[config.mk]
export PLATFORM = sky130hd
export DESIGN_NAME = voice_ctrl
export DESIGN_NICKNAME = d
export VERILOG_FILES = /design/src/rtl/voice_ctrl_pkg.sv /design/src/rtl/voice_ctrl_scanner.sv /design/src/rtl/voice_ctrl.sv
export SDC_FILE = /design/constraint.sdc
export NUM_CORES = 1
export LEC_CHECK = 0
export ABC_AREA = 1
export CORE_MARGIN = 1
export CORE_UTILIZATION = 33
export CTS_CLUSTER_SIZE = 16
export DETAILED_ROUTE_END_ITERATION = 12
export PLACE_DENSITY = 0.56
export SETUP_SLACK_MARGIN = 0.4
export SYNTH_ARGS = -nofsm -noshare
export SYNTH_HDL_FRONTEND = slang
export SYNTH_SLANG_ARGS = --single-unit
[constraint.sdc]
create_clock -name clk_48kHz -period 2.43 [get_ports clk_48kHz]
set_clock_uncertainty 0.05 [all_clocks]
set_input_delay 0.6075 -clock clk_48kHz [delete_from_list [all_inputs] [get_ports clk_48kHz]]
set_output_delay 0.6075 -clock clk_48kHz [all_outputs]
set_load 0.005 [all_outputs]
[src/rtl/voice_ctrl_pkg.sv]
// Shared definitions for the voice controller: envelope states, key encoding, gain limits.
package voice_ctrl_pkg;

  typedef enum logic [1:0] {
    IDLE,
    ATTACK,
    SUSTAIN,
    RELEASE
  } env_state_t;

  // Bit 4 set marks "no key"; valid keys are 0..15.
  typedef logic [4:0] key_t;
  localparam key_t       KEY_NONE = 5'b1_0000;
  localparam logic [7:0] GAIN_MAX = 8'd255;

  function automatic key_t lowest_key(input logic [15:0] pressed);
    key_t k;
    k = KEY_NONE;
    for (int unsigned i = 0; i < 16; i++) begin
      if (pressed[i] && k[4]) k = key_t'(i);
    end
    return k;
  endfunction

endpackage

[src/rtl/voice_ctrl_scanner.sv]
// Keypad column scanner with full-scan debounce; presents the committed key and its valid flag.
module kpyd_scanner
  import voice_ctrl_pkg::*;
#(
  parameter int unsigned SCAN_DIV       = 48,
  parameter int unsigned DEBOUNCE_SCANS = 4
) (
  input  logic       clk_48kHz,
  input  logic       rst_n,
  input  logic [3:0] kpyd_row_i,
  output logic [3:0] kpyd_col_o,
  output logic [3:0] key_o,
  output logic       key_valid_o
);

  localparam int unsigned DW = (SCAN_DIV > 1) ? $clog2(SCAN_DIV) : 1;
  localparam int unsigned CW = $clog2(DEBOUNCE_SCANS + 1);

  logic [DW-1:0] dwell_q;
  logic [1:0]    col_q;
  logic [15:0]   scan_q;
  logic [15:0]   scan_d;
  key_t          cand;
  key_t          prev_q;
  logic [CW-1:0] stable_q;
  logic          dwell_end;

  assign dwell_end = (dwell_q == DW'(SCAN_DIV - 1));

  always_comb begin
    scan_d = scan_q;
    for (int unsigned r = 0; r < 4; r++) begin
      scan_d[{r[1:0], col_q}] = ~kpyd_row_i[r];
    end
  end

  assign cand = lowest_key(scan_d);

  always_ff @(posedge clk_48kHz or negedge rst_n) begin
    if (!rst_n) begin
      dwell_q     <= '0;
      col_q       <= '0;
      kpyd_col_o  <= 4'b1110;
      scan_q      <= '0;
      prev_q      <= KEY_NONE;
      stable_q    <= '0;
      key_o       <= '0;
      key_valid_o <= 1'b0;
    end else begin
      if (dwell_end) begin
        dwell_q    <= '0;
        col_q      <= col_q + 2'd1;
        kpyd_col_o <= {kpyd_col_o[2:0], kpyd_col_o[3]};
        scan_q     <= scan_d;
        if (col_q == 2'd3) begin
          prev_q <= cand;
          if (cand != prev_q) begin
            stable_q <= CW'(1);
          end else if (stable_q != CW'(DEBOUNCE_SCANS)) begin
            stable_q <= stable_q + 1'b1;
          end
        end
      end else begin
        dwell_q <= dwell_q + 1'b1;
      end
      // Stable count holds at its limit, so the commit re-loads the same candidate until it changes.
      if (stable_q == CW'(DEBOUNCE_SCANS)) begin
        key_valid_o <= (prev_q != KEY_NONE);
        key_o       <= prev_q[3:0];
      end
    end
  end

endmodule

[src/rtl/voice_ctrl.sv]
// Voice controller top: keypad scanner feeding an attack/sustain/release gain envelope.
module voice_ctrl
  import voice_ctrl_pkg::*;
#(
  parameter int unsigned SCAN_DIV       = 48,
  parameter int unsigned DEBOUNCE_SCANS = 4,
  parameter int unsigned ATTACK_STEP    = 1,
  parameter int unsigned RELEASE_STEP   = 1
) (
  input  logic       clk_48kHz,
  input  logic       rst_n,
  input  logic [3:0] kpyd_row_i,
  output logic [3:0] kpyd_col_o,
  output logic [3:0] freq_o,
  output logic       note_on_o,
  output logic [7:0] gain_o,
  output logic       busy_o
);

  logic [3:0] key;
  logic       key_valid;
  env_state_t state_q;
  env_state_t state_d;
  logic [7:0] gain_d;
  logic [3:0] freq_d;
  logic [8:0] gain_sum;
  logic [7:0] gain_up;
  logic [7:0] gain_dn;

  kpyd_scanner #(
    .SCAN_DIV      (SCAN_DIV),
    .DEBOUNCE_SCANS(DEBOUNCE_SCANS)
  ) u_scanner (
    .clk_48kHz  (clk_48kHz),
    .rst_n      (rst_n),
    .kpyd_row_i (kpyd_row_i),
    .kpyd_col_o (kpyd_col_o),
    .key_o      (key),
    .key_valid_o(key_valid)
  );

  assign note_on_o = key_valid;

  assign gain_sum = {1'b0, gain_o} + 9'(ATTACK_STEP);
  assign gain_up  = (gain_sum > 9'(GAIN_MAX)) ? GAIN_MAX : gain_sum[7:0];
  assign gain_dn  = (gain_o > 8'(RELEASE_STEP)) ? (gain_o - 8'(RELEASE_STEP)) : '0;

  always_comb begin
    state_d = state_q;
    gain_d  = gain_o;
    freq_d  = freq_o;
    case (state_q)
      IDLE: begin
        if (key_valid) begin
          freq_d  = key;
          state_d = ATTACK;
        end
      end
      ATTACK: begin
        if (!key_valid) begin
          state_d = RELEASE;
        end else begin
          freq_d = key;
          gain_d = gain_up;
          if (gain_up == GAIN_MAX) state_d = SUSTAIN;
        end
      end
      SUSTAIN: begin
        gain_d = GAIN_MAX;
        if (!key_valid) state_d = RELEASE;
        else            freq_d  = key;
      end
      RELEASE: begin
        if (key_valid) begin
          freq_d  = key;
          state_d = ATTACK;
        end else begin
          gain_d = gain_dn;
          if (gain_dn == '0) state_d = IDLE;
        end
      end
      default: state_d = IDLE;
    endcase
  end

  always_ff @(posedge clk_48kHz or negedge rst_n) begin
    if (!rst_n) begin
      state_q <= IDLE;
      gain_o  <= '0;
      freq_o  <= '0;
      busy_o  <= 1'b0;
    end else begin
      state_q <= state_d;
      gain_o  <= gain_d;
      freq_o  <= freq_d;
      busy_o  <= (state_d != IDLE);
    end
  end

endmodule

==> impl_metrics.env, run 1 <==
export IMPL_status="complete, but fails checks"
export IMPL_violations="setup timing"
export IMPL_htreeDepth=2
export IMPL_cp_top_family="simple AND/OR/NAND/NOR gates"
export IMPL_layout_commonest_cell="nand2_1"
export IMPL_cpMaxStageDelayCell="dfrtp_2"
export IMPL_peakVddDrop_mv=0.204
export IMPL_clk_pin_slew_ns=0.11
export IMPL_io_buffers=23
export IMPL_synthArstFlopShare=1.00
export IMPL_cp_common_cell="nand2_2"
export IMPL_drive_gt1_frac=0.308
export IMPL_synth_top_family_by_area="simple AND/OR/NAND/NOR gates"
export IMPL_cts_tree="built"
export IMPL_diodes=0
export IMPL_avgSynthCellArea_um2=7.62
export IMPL_worst_slew_pin_slew_ns=0.477
export IMPL_numCtsBuffers=5
export IMPL_stdcell_area_um2=4590
export IMPL_synth_ff_latch_count=56
export IMPL_max_stage_delay_ns=0.48
export IMPL_gp_congestion=0.864
export IMPL_num_nets_final=523
export IMPL_muxShareOfSynthArea=0.00303
export IMPL_grt_pass1_vias=2995
export IMPL_routed_wl_um=7980
export IMPL_place_area_um2=4020
export IMPL_leakage_nw=2.19
export IMPL_grt_pass1_wl_um=13700
export IMPL_initial_core_util=0.340
export IMPL_fin_crit_ns=2.69
export IMPL_ys_seq_area_frac=0.425
export IMPL_clock_root_buffer="clkbuf_8"
export IMPL_layout_common_cells="94 x nand2_1, 50 x inv_1, 46 x buf_4"
export IMPL_cap_violations=0
export IMPL_synth_adder_area_share=0.0416
export IMPL_drcViolationCount=0
export IMPL_ys_flop_type="dfrtp_1"
export IMPL_synth_cell_types=42
export IMPL_wire_per_inst_um=12.5
export IMPL_vias=3086
export IMPL_critPathCaptureType="flop"
export IMPL_yosysWarnings=0
export IMPL_fin_crit_sh=1.11
export IMPL_synth_xor_area_frac=0.0212
export IMPL_drt_initial_drc_count=93
export IMPL_cp_start_kind="flop"
export IMPL_drtAntennaViolNets=0
export IMPL_crit_chain="buf_6 -> ha_4 -> o21ai_4 -> nand2_2 -> nor2_4 -> nand4_4 -> nor2_4 -> nand4_4 -> nor3_2 -> nand4_1 -> nand2_1 -> nand2_2 -> nand2_2 -> nor2_4 -> nand4_2 -> nand2_2 -> nand2_1 -> nand2_1"
export IMPL_timing_slew_headroom=0.682
export IMPL_setup_ws_ns=-0.264
export IMPL_viasPerCell=4.82
export IMPL_overflow=0
export IMPL_grt_antenna_before_repair=0
export IMPL_dp_hpwl_um=5590
export IMPL_fmax_ghz=0.371
export IMPL_synth_edff_count=0
export IMPL_clk_latency_ns=0.32
export IMPL_critPathKind="flop to flop"
export IMPL_grt_setup_unrepaired="yes"
export IMPL_hold_ws_ns=0.178
export IMPL_die_area_um2=10400
export IMPL_fp_coreArea_um2=9730
export IMPL_synth_nets=451
export IMPL_grtUsageTotal=0.165
export IMPL_grt_max_degree=38
export IMPL_syn_area_um2=3310
export IMPL_synth_compound_area_frac=0.155
export IMPL_dieWidth_um=102
export IMPL_worstPathRequired_ns=2.58
export IMPL_cp_num_buf_inv=1
export IMPL_synthSimpleGateAreaFrac=0.273
export IMPL_finalSetupViolCount=4
export IMPL_hold_violations=0
export IMPL_fp_dieH_um=102
export IMPL_place_ws_ns=-0.698
export IMPL_first_pass_iters=6
export IMPL_areaGrowthSynthToFinish_pct=38.7
export IMPL_cp_max_fo=7
export IMPL_utilization=0.472
export IMPL_syn_inst=434
export IMPL_numClockSinks=56
export IMPL_ios=24
export IMPL_worstPathArrival_ns=2.85
export IMPL_max_clock_path_buffers=2
export IMPL_p_per_area_nw_per_um2=337
export IMPL_num_rows=36
export IMPL_slew_violations=0
export IMPL_min_path_type="input pin to async pin"
## what timing repair did
action	CTS	global route
hold buffers	0	0
pin swaps	15	20
buffers inserted	12	8
gates resized for setup	45	51
endpoints found under the setup margin	18	23
## per-layer routing
layer | wire length (µm) | up-vias | track usage
met1 | 3680 | 1459 | 0.213
met2 | 3990 | 41 | 0.287
met4 | 135 | 0 | 0.0516
li1 | - | 1574 | -
met5 | 0 | - | 0
met3 | 178 | 12 | 0.0233
## state kept, by name, summed over array words and instances, names as in the netlist
register               count
u_scanner.scan_q          16
gain_o                     8
u_scanner.dwell_q          6
u_scanner.prev_q           5
freq_o                     4
u_scanner.key_o            4
u_scanner.kpyd_col_o       4
u_scanner.stable_q         3
state_q                    2
u_scanner.col_q            2
busy_o                     1
u_scanner.key_valid_o      1
## cell type report
| type | count | area [µm²] |
|---|---|---|
| Sequential cell | 56 | 1420 |
| Multi-Input combinational cell | 307 | 2010 |
| Inverter | 60 | 238 |
| Clock inverter | 3 | 22.5 |
| Tap cell | 133 | 166 |
| Fill cell | 960 | 5140 |
| Clock buffer | 5 | 68.8 |
| Timing Repair Buffer | 76 | 666 |
## per-stage QoR
stage          setup TNS (ns)  power (mW)  instances
6_report               -0.872        1.54        640
5_1_grt                 -1.96        1.63        640
4_1_cts                -0.794        1.58        632
3_5_place_dp            -3.50        1.03        612
3_3_place_gp            -2.84        1.03        612
2_1_floorplan          -0.212       0.981        434
## cell families after synthesis
kind of cell    Yosys count
flops                    56
mux                       1
simple gates            197
fa+ha+maj                11
xor+xnor                  8
buf+inv                  71
compound gates           90
## final timing paths
kind	from	to	slack (ns)	cells after the start
min in group clk_48kHz	u_scanner.dwell_q[0]	u_scanner.dwell_q[0]	0.42	1
worst min-delay path	rst_n	u_scanner.dwell_q[2]	0.18	1
worst max-delay path	u_scanner.col_q[0]	u_scanner.stable_q[2]	-0.26	18
max in group asynchronous	rst_n	u_scanner.prev_q[4]	1.52	2
worst max register to register	u_scanner.col_q[0]	u_scanner.stable_q[2]	-0.26	18
worst min register to register	u_scanner.dwell_q[0]	u_scanner.dwell_q[0]	0.42	1
## synthesized netlist by cell type (2+ instances only)
library cell / n / share of area
nor2_2: 2 / 0.0038
a21oi_1: 9 / 0.014
clkbuf_1: 10 / 0.011
o22ai_1: 6 / 0.011
nand4_2: 2 / 0.0076
nand4_1: 9 / 0.017
inv_1: 57 / 0.065
a41oi_1: 2 / 0.0053
o2111ai_1: 2 / 0.0053
dfstp_2: 4 / 0.032
nor4_1: 3 / 0.0057
nor2_1: 33 / 0.037
ha_1: 11 / 0.042
xor2_1: 8 / 0.021
nand2_1: 102 / 0.12
dfrtp_1: 52 / 0.39
nand3_1: 24 / 0.036
or2_2: 2 / 0.0038
nand2_2: 3 / 0.0057
clkinv_1: 2 / 0.0023
o21ai_1: 5 / 0.0076
o21ai_0: 55 / 0.083
nor3_1: 9 / 0.014
nor2_4: 3 / 0.010
o21ai_2: 2 / 0.0053
## report_power, final
part	internal (mW)	total, mW	leakage [nW]	switching, mW
clock	0.208	0.530	0.0485	0.322
combinational	0.0291	0.0783	1.49	0.0492
sequential	0.935	0.937	0.652	0.00174
total	1.17	1.54	2.19	0.373
(Power assumes the default switching activity.)
==> run 2: changes to the inputs <==
--- a/config.mk
+++ b/config.mk
@@ -12,6 +12,7 @@
 export DETAILED_ROUTE_END_ITERATION = 12
 export PLACE_DENSITY = 0.56
 export SETUP_SLACK_MARGIN = 0.4
+export SKIP_LAST_GASP = 1
 export SYNTH_ARGS = -nofsm -noshare
 export SYNTH_HDL_FRONTEND = slang
 export SYNTH_SLANG_ARGS = --single-unit
==> run 2 against run 1 <==
The flow still finishes with violations (setup timing). Wire length shrank 0.50%. Final cell count is 0.16% higher. Utilization up 0.13 points. Worst setup slack improved by 0.021 ns. Highest routed layer unchanged.
==> impl_metrics.env, run 2 (synthesis results as in run 1) <==
export IMPL_grtUsageTotal=0.164
export IMPL_seqPwrFrac=0.607
export IMPL_finalSetupViolCount=4
export IMPL_fmax_ghz=0.374
export IMPL_fp_dieH_um=102
export IMPL_n_fill_cell=953
export IMPL_r2r_slack_ns=-0.24
export IMPL_min_path_type="input pin to async pin"
export IMPL_viasPerCell=4.82
export IMPL_r2r_cells=18
export IMPL_num_nets_final=524
export IMPL_drcViolationCount=0
export IMPL_dieWidth_um=102
export IMPL_grt_antenna_before_repair=0
export IMPL_swShare=0.241
export IMPL_first_pass_iters=6
export IMPL_clkPwrFrac=0.343
export IMPL_cap_violations=0
export IMPL_status="complete, but fails checks"
export IMPL_p_per_area_nw_per_um2=336
export IMPL_initial_core_util=0.340
export IMPL_layout_commonest_cell="nand2_1"
export IMPL_peakVddDrop_mv=0.206
export IMPL_regMostFlops="u_scanner.scan_q"
export IMPL_diodes=0
export IMPL_gp_congestion=0.864
export IMPL_fin_crit_ns=2.67
export IMPL_routed_wl_um=7940
export IMPL_htreeDepth=2
export IMPL_wire_per_inst_um=12.4
export IMPL_cp_max_fo=7
export IMPL_clk_pin_slew_ns=0.11
export IMPL_max_clock_path_buffers=2
export IMPL_overflow=0
export IMPL_hold_violations=0
export IMPL_fin_crit_sh=1.10
export IMPL_grt_pass1_vias=2997
export IMPL_setup_ws_ns=-0.242
export IMPL_worstPathRequired_ns=2.58
export IMPL_num_rows=36
export IMPL_die_area_um2=10400
export IMPL_dp_hpwl_um=5590
export IMPL_layout_common_cells="94 x nand2_1, 51 x inv_1, 48 x buf_4"
export IMPL_drtAntennaViolNets=0
export IMPL_leakage_nw=2.20
export IMPL_ios=24
export IMPL_rr_endpoint="u_scanner.stable_q[2]"
export IMPL_p_sw_mw=0.372
export IMPL_grt_pass1_wl_um=13500
export IMPL_utilization=0.473
export IMPL_combPwrFrac=0.051
export IMPL_numClockSinks=56
export IMPL_clock_root_buffer="clkbuf_8"
export IMPL_violations="setup timing"
export IMPL_worstPathArrival_ns=2.83
export IMPL_timing_slew_headroom=0.685
export IMPL_drive_gt1_frac=0.305
export IMPL_grt_max_degree=38
export IMPL_grt_setup_unrepaired="yes"
export IMPL_p_int_mw=1.17
export IMPL_drt_initial_drc_count=98
export IMPL_numCtsBuffers=5
export IMPL_cp_start_kind="flop"
export IMPL_areaGrowthSynthToFinish_pct=39.1
export IMPL_slew_violations=0
export IMPL_fp_coreArea_um2=9730
export IMPL_reg_top3="u_scanner.scan_q: 16 flops, gain_o: 8 flops, u_scanner.dwell_q: 6 flops"
export IMPL_worst_slew_pin_slew_ns=0.473
export IMPL_vias=3088
export IMPL_cts_tree="built"
export IMPL_critPathCaptureType="flop"
export IMPL_clk_latency_ns=0.32
export IMPL_largest_reg_flops=16
export IMPL_r2r_start="u_scanner.col_q[0]"
export IMPL_critPathKind="flop to flop"
export IMPL_io_buffers=23
export IMPL_total_power_mw=1.54
run 2: cell types whose count changed in the layout (fill, tap and decap cells not counted), sizes merged:
cell           delta
buf               +1
clkinv            +1
inv               -1
dlygate4sd2       -1
clkdlybuf4s50     +1
run 2: repair_timing:
action                     4_1_cts  5_1_grt
hold buffers                     0        0
resized for setup               38       51
hold endpoints to repair         0        0
setup buffers                   12        9
pin swaps                       14       17
setup endpoints to repair       18       23
run 2: worst max-delay path, cell delays in order (launching register included):
cell	delay, ns
dfrtp_2	0.48
buf_6	0.14
ha_4	0.19
o21ai_4	0.17
nand2_2	0.08
nor2_4	0.11
nand4_4	0.10
nor2_4	0.14
nand4_4	0.11
nor3_2	0.12
nand4_1	0.23
nand2_1	0.17
nand2_2	0.08
nand2_2	0.08
nor2_4	0.04
nand4_2	0.09
nand2_2	0.06
nand2_1	0.06
nand2_1	0.05
run 2: worst max path at each step:
stage	cells past startpoint	slack (ns)	from	end
after floorplan	18	-0.07	u_scanner.col_q[0]	u_scanner.stable_q[0]
after global placement	15	-0.60	kpyd_row_i[0]	u_scanner.stable_q[1]
after detailed placement	15	-0.70	kpyd_row_i[0]	u_scanner.stable_q[2]
after CTS	19	-0.26	u_scanner.col_q[0]	u_scanner.stable_q[2]
after global routing	19	-0.49	u_scanner.col_q[0]	u_scanner.stable_q[0]
final	18	-0.24	u_scanner.col_q[0]	u_scanner.stable_q[2]
run 2: per-stage QoR:
step,worst slack (ns),instance area (µm²),TNS (ns),std cells,hold slack [ns]
CTS,-0.258,4320,-0.794,632,0.184
global route,-0.490,4600,-1.91,641,0.192
detailed placement,-0.698,4020,-3.50,612,0.408
floorplan,-0.0711,3420,-0.212,434,0.262
finish,-0.242,4600,-0.796,641,0.176
global placement,-0.599,4020,-2.84,612,0.401
run 2: routing by layer:
layer,part of all wire,global-route usage,wire [µm],vias up
li1,-,-,-,1580
met1,0.46,0.210,3670,1459
met2,0.50,0.284,4000,40
met3,0.021,0.0233,165,9
met4,0.013,0.0527,107,0
met5,0,0,0,-
run 2: final cells by class:
type	instances	area [µm²]	share of cell area
inverters	60	238	0.0517
flip-flops and latches	56	1420	0.308
clock buffers	5	68.8	0.0150
multi-input cells	307	2010	0.437
repair buffers	77	679	0.148
clock inverters	3	22.5	0.00490
well taps	133	166	0.0362
run 2: power groups by stage:
| stage | Clock (mW) | Sequential [mW] | Combinational [mW] |
|---|---|---|---|
| after CTS | 0.569 | 0.937 | 0.0783 |
| after detailed placement | 0 | 0.955 | 0.0759 |
| after floorplan | 0 | 0.955 | 0.0266 |
| final | 0.529 | 0.937 | 0.0782 |
| after global placement | 0 | 0.955 | 0.0750 |
| after global routing | 0.607 | 0.938 | 0.0882 |
==> RTL edit: new RTL, flow settings as in run 2 <==
`SCAN_DIV` is set to 48 in 2 places; all go to 72.
--- a/src/rtl/voice_ctrl_scanner.sv
+++ b/src/rtl/voice_ctrl_scanner.sv
@@ -2,7 +2,7 @@
 module kpyd_scanner
   import voice_ctrl_pkg::*;
 #(
-  parameter int unsigned SCAN_DIV       = 48,
+  parameter int unsigned SCAN_DIV       = 72,
   parameter int unsigned DEBOUNCE_SCANS = 4
 ) (
   input  logic       clk_48kHz,
--- a/src/rtl/voice_ctrl.sv
+++ b/src/rtl/voice_ctrl.sv
@@ -2,7 +2,7 @@
 module voice_ctrl
   import voice_ctrl_pkg::*;
 #(
-  parameter int unsigned SCAN_DIV       = 48,
+  parameter int unsigned SCAN_DIV       = 72,
   parameter int unsigned DEBOUNCE_SCANS = 4,
   parameter int unsigned ATTACK_STEP    = 1,
   parameter int unsigned RELEASE_STEP   = 1
Check against the original RTL: no difference found for any inputs over 10 cycles, from zero or initial values and one cycle with rst_n low; that may be too few to reach the edited logic, so the function may still have changed.
==> RTL edit against run 2 <==
  * The run still ends with negative setup slack left
  * Sequential cell count increased by 1
  * Setup slack got worse by 0.0033 ns
  * Critical endpoint is now u_scanner.stable_q[1]$_DFFE_PN0P_
  * Largest cell class unchanged
  * Cell count increased by 8.9%
  * Synthesized area increased by 4.4%
  * Cell area increased by 9.6%
  * Global-route usage decreased by 0.20 points
  * Routed wire length increased by 9.7%
  * Largest power group unchanged
  * Power increased by 22%
==> RTL edit: results (changes against run 2) <==
Status
  – Status: finished, violations left
  – Failing checks: negative setup slack

Pwr
  – Sw frac: 23.37% (-0.73 points)
  – Combinational share of power: 3.1% (-2.0 points)
  – VDD IR max: 0.2379 mV (+16%)
  – Power Dens Cells: 372.3 nW/um^2 (+11%)
  – Clk power: 0.000870 W (+64%)

CTS
  – H-tree depth: 3 (+1)
  – Worst-path clk slew: 0.07 ns (-0.04 ns)
  – Clock buffer count from CTS: 9 (+4)
  – Clock latency on the worst-skew pair: 0.35 ns (+0.03 ns)
  – Setup Fix Bufs, Post-CTS: 17 (+5)
  – CTS resizes: 49 (+29%)

Cells and area
  – Largest registers: u_scanner.scan_q (16), gain_o (8), u_scanner.dwell_q (7)
  – Layout cells sized above 1: 35.58% (+5.1 points)
  – Final net count: 577 (+10%)

Setup path
  – Crit Path Max Fanout: 4 (-3)
  – R2r worst-path depth: 16 (-2)
  – Worst path max stage delay: 0.44 ns (-0.04 ns)
  – Crit path to: u_scanner.stable_q[1]$_DFFE_PN0P_

Placement
  – DP Area: 4273 um^2 (+6.3%)
  – DP HPWL: 5.674 mm (+1.5%)
  – GP Congestion: 0.8459 (-2.1%)
  – Placed insts: 652 (+6.5%)

Drt
  – Initial DRC Count: 128 (+31%)
  – Met2 routed WL: 4.149 mm (+3.7%)
  – Avg WL per Cell: 12.48 um (+0.72%)
  – Pre-Repair DR Iteration Count: 4 (-2)

Synthesis
  – Area contributors post-synth: dfrtp_1, nand2_1, o21ai_0
  – Synth top cells by count: nand2_1, dfrtp_1, inv_1
  – Register area share after synthesis: 41.43% (-1.1 points)
  – Synthesized net count: 469 (+4.0%)
  – Syn avg cell area: 7.643 um^2 (+0.27%)
  – Top cell type's share of synthesized area: 38.39% (-0.94 points)

Global route
  – First-pass GRT wire length: 14.30 mm (+5.8%)

Timing
  – Worst Setup Slack, final: -0.2458 ns (-0.003339 ns)
  – TNS Setup: -0.7344 ns (+0.06152 ns)
  – Final setup fails: 4 (unchanged)
  – Worst-Margin Slew: 0.3711 ns (-0.1020 ns)
  – Hold_ws: 0.1984 ns (+0.02274 ns)
-- RTL edit: area by class of cell --
type                            count  area, um^2
Tap cell                          133       166.4
Timing Repair Buffer              108       909.6
Sequential cell                    57        1440
Multi-Input combinational cell    322        2100
Clock inverter                      6       58.81
Clock buffer                       10       127.6
Fill cell                         910        4912
Inverter                           62       240.2
-- RTL edit: cell families (layout without fill, tap and decap cells) --
group | count (synthesis) | after routing | share of synthesized area, %
muxes | 1 | 1 | 0.2898
and+or+nand+nor | 215 | 215 | 29.19
adders and majority gates | 11 | 11 | 3.984
DFF | 57 | 57 | 41.43
buffers and inverters | 73 | 186 | 8.150
xor gates and xnor gates | 8 | 8 | 2.028
AOI/OAI and AO/OA | 87 | 87 | 14.92
-- RTL edit: layer usage --
layer / global-route usage (%) / up-vias
li1: - / 1707
met1: 20.23 / 1573
met2: 26.68 / 70
met3: 4.574 / 17
met4: 5.306 / 0
met5: 0 / -
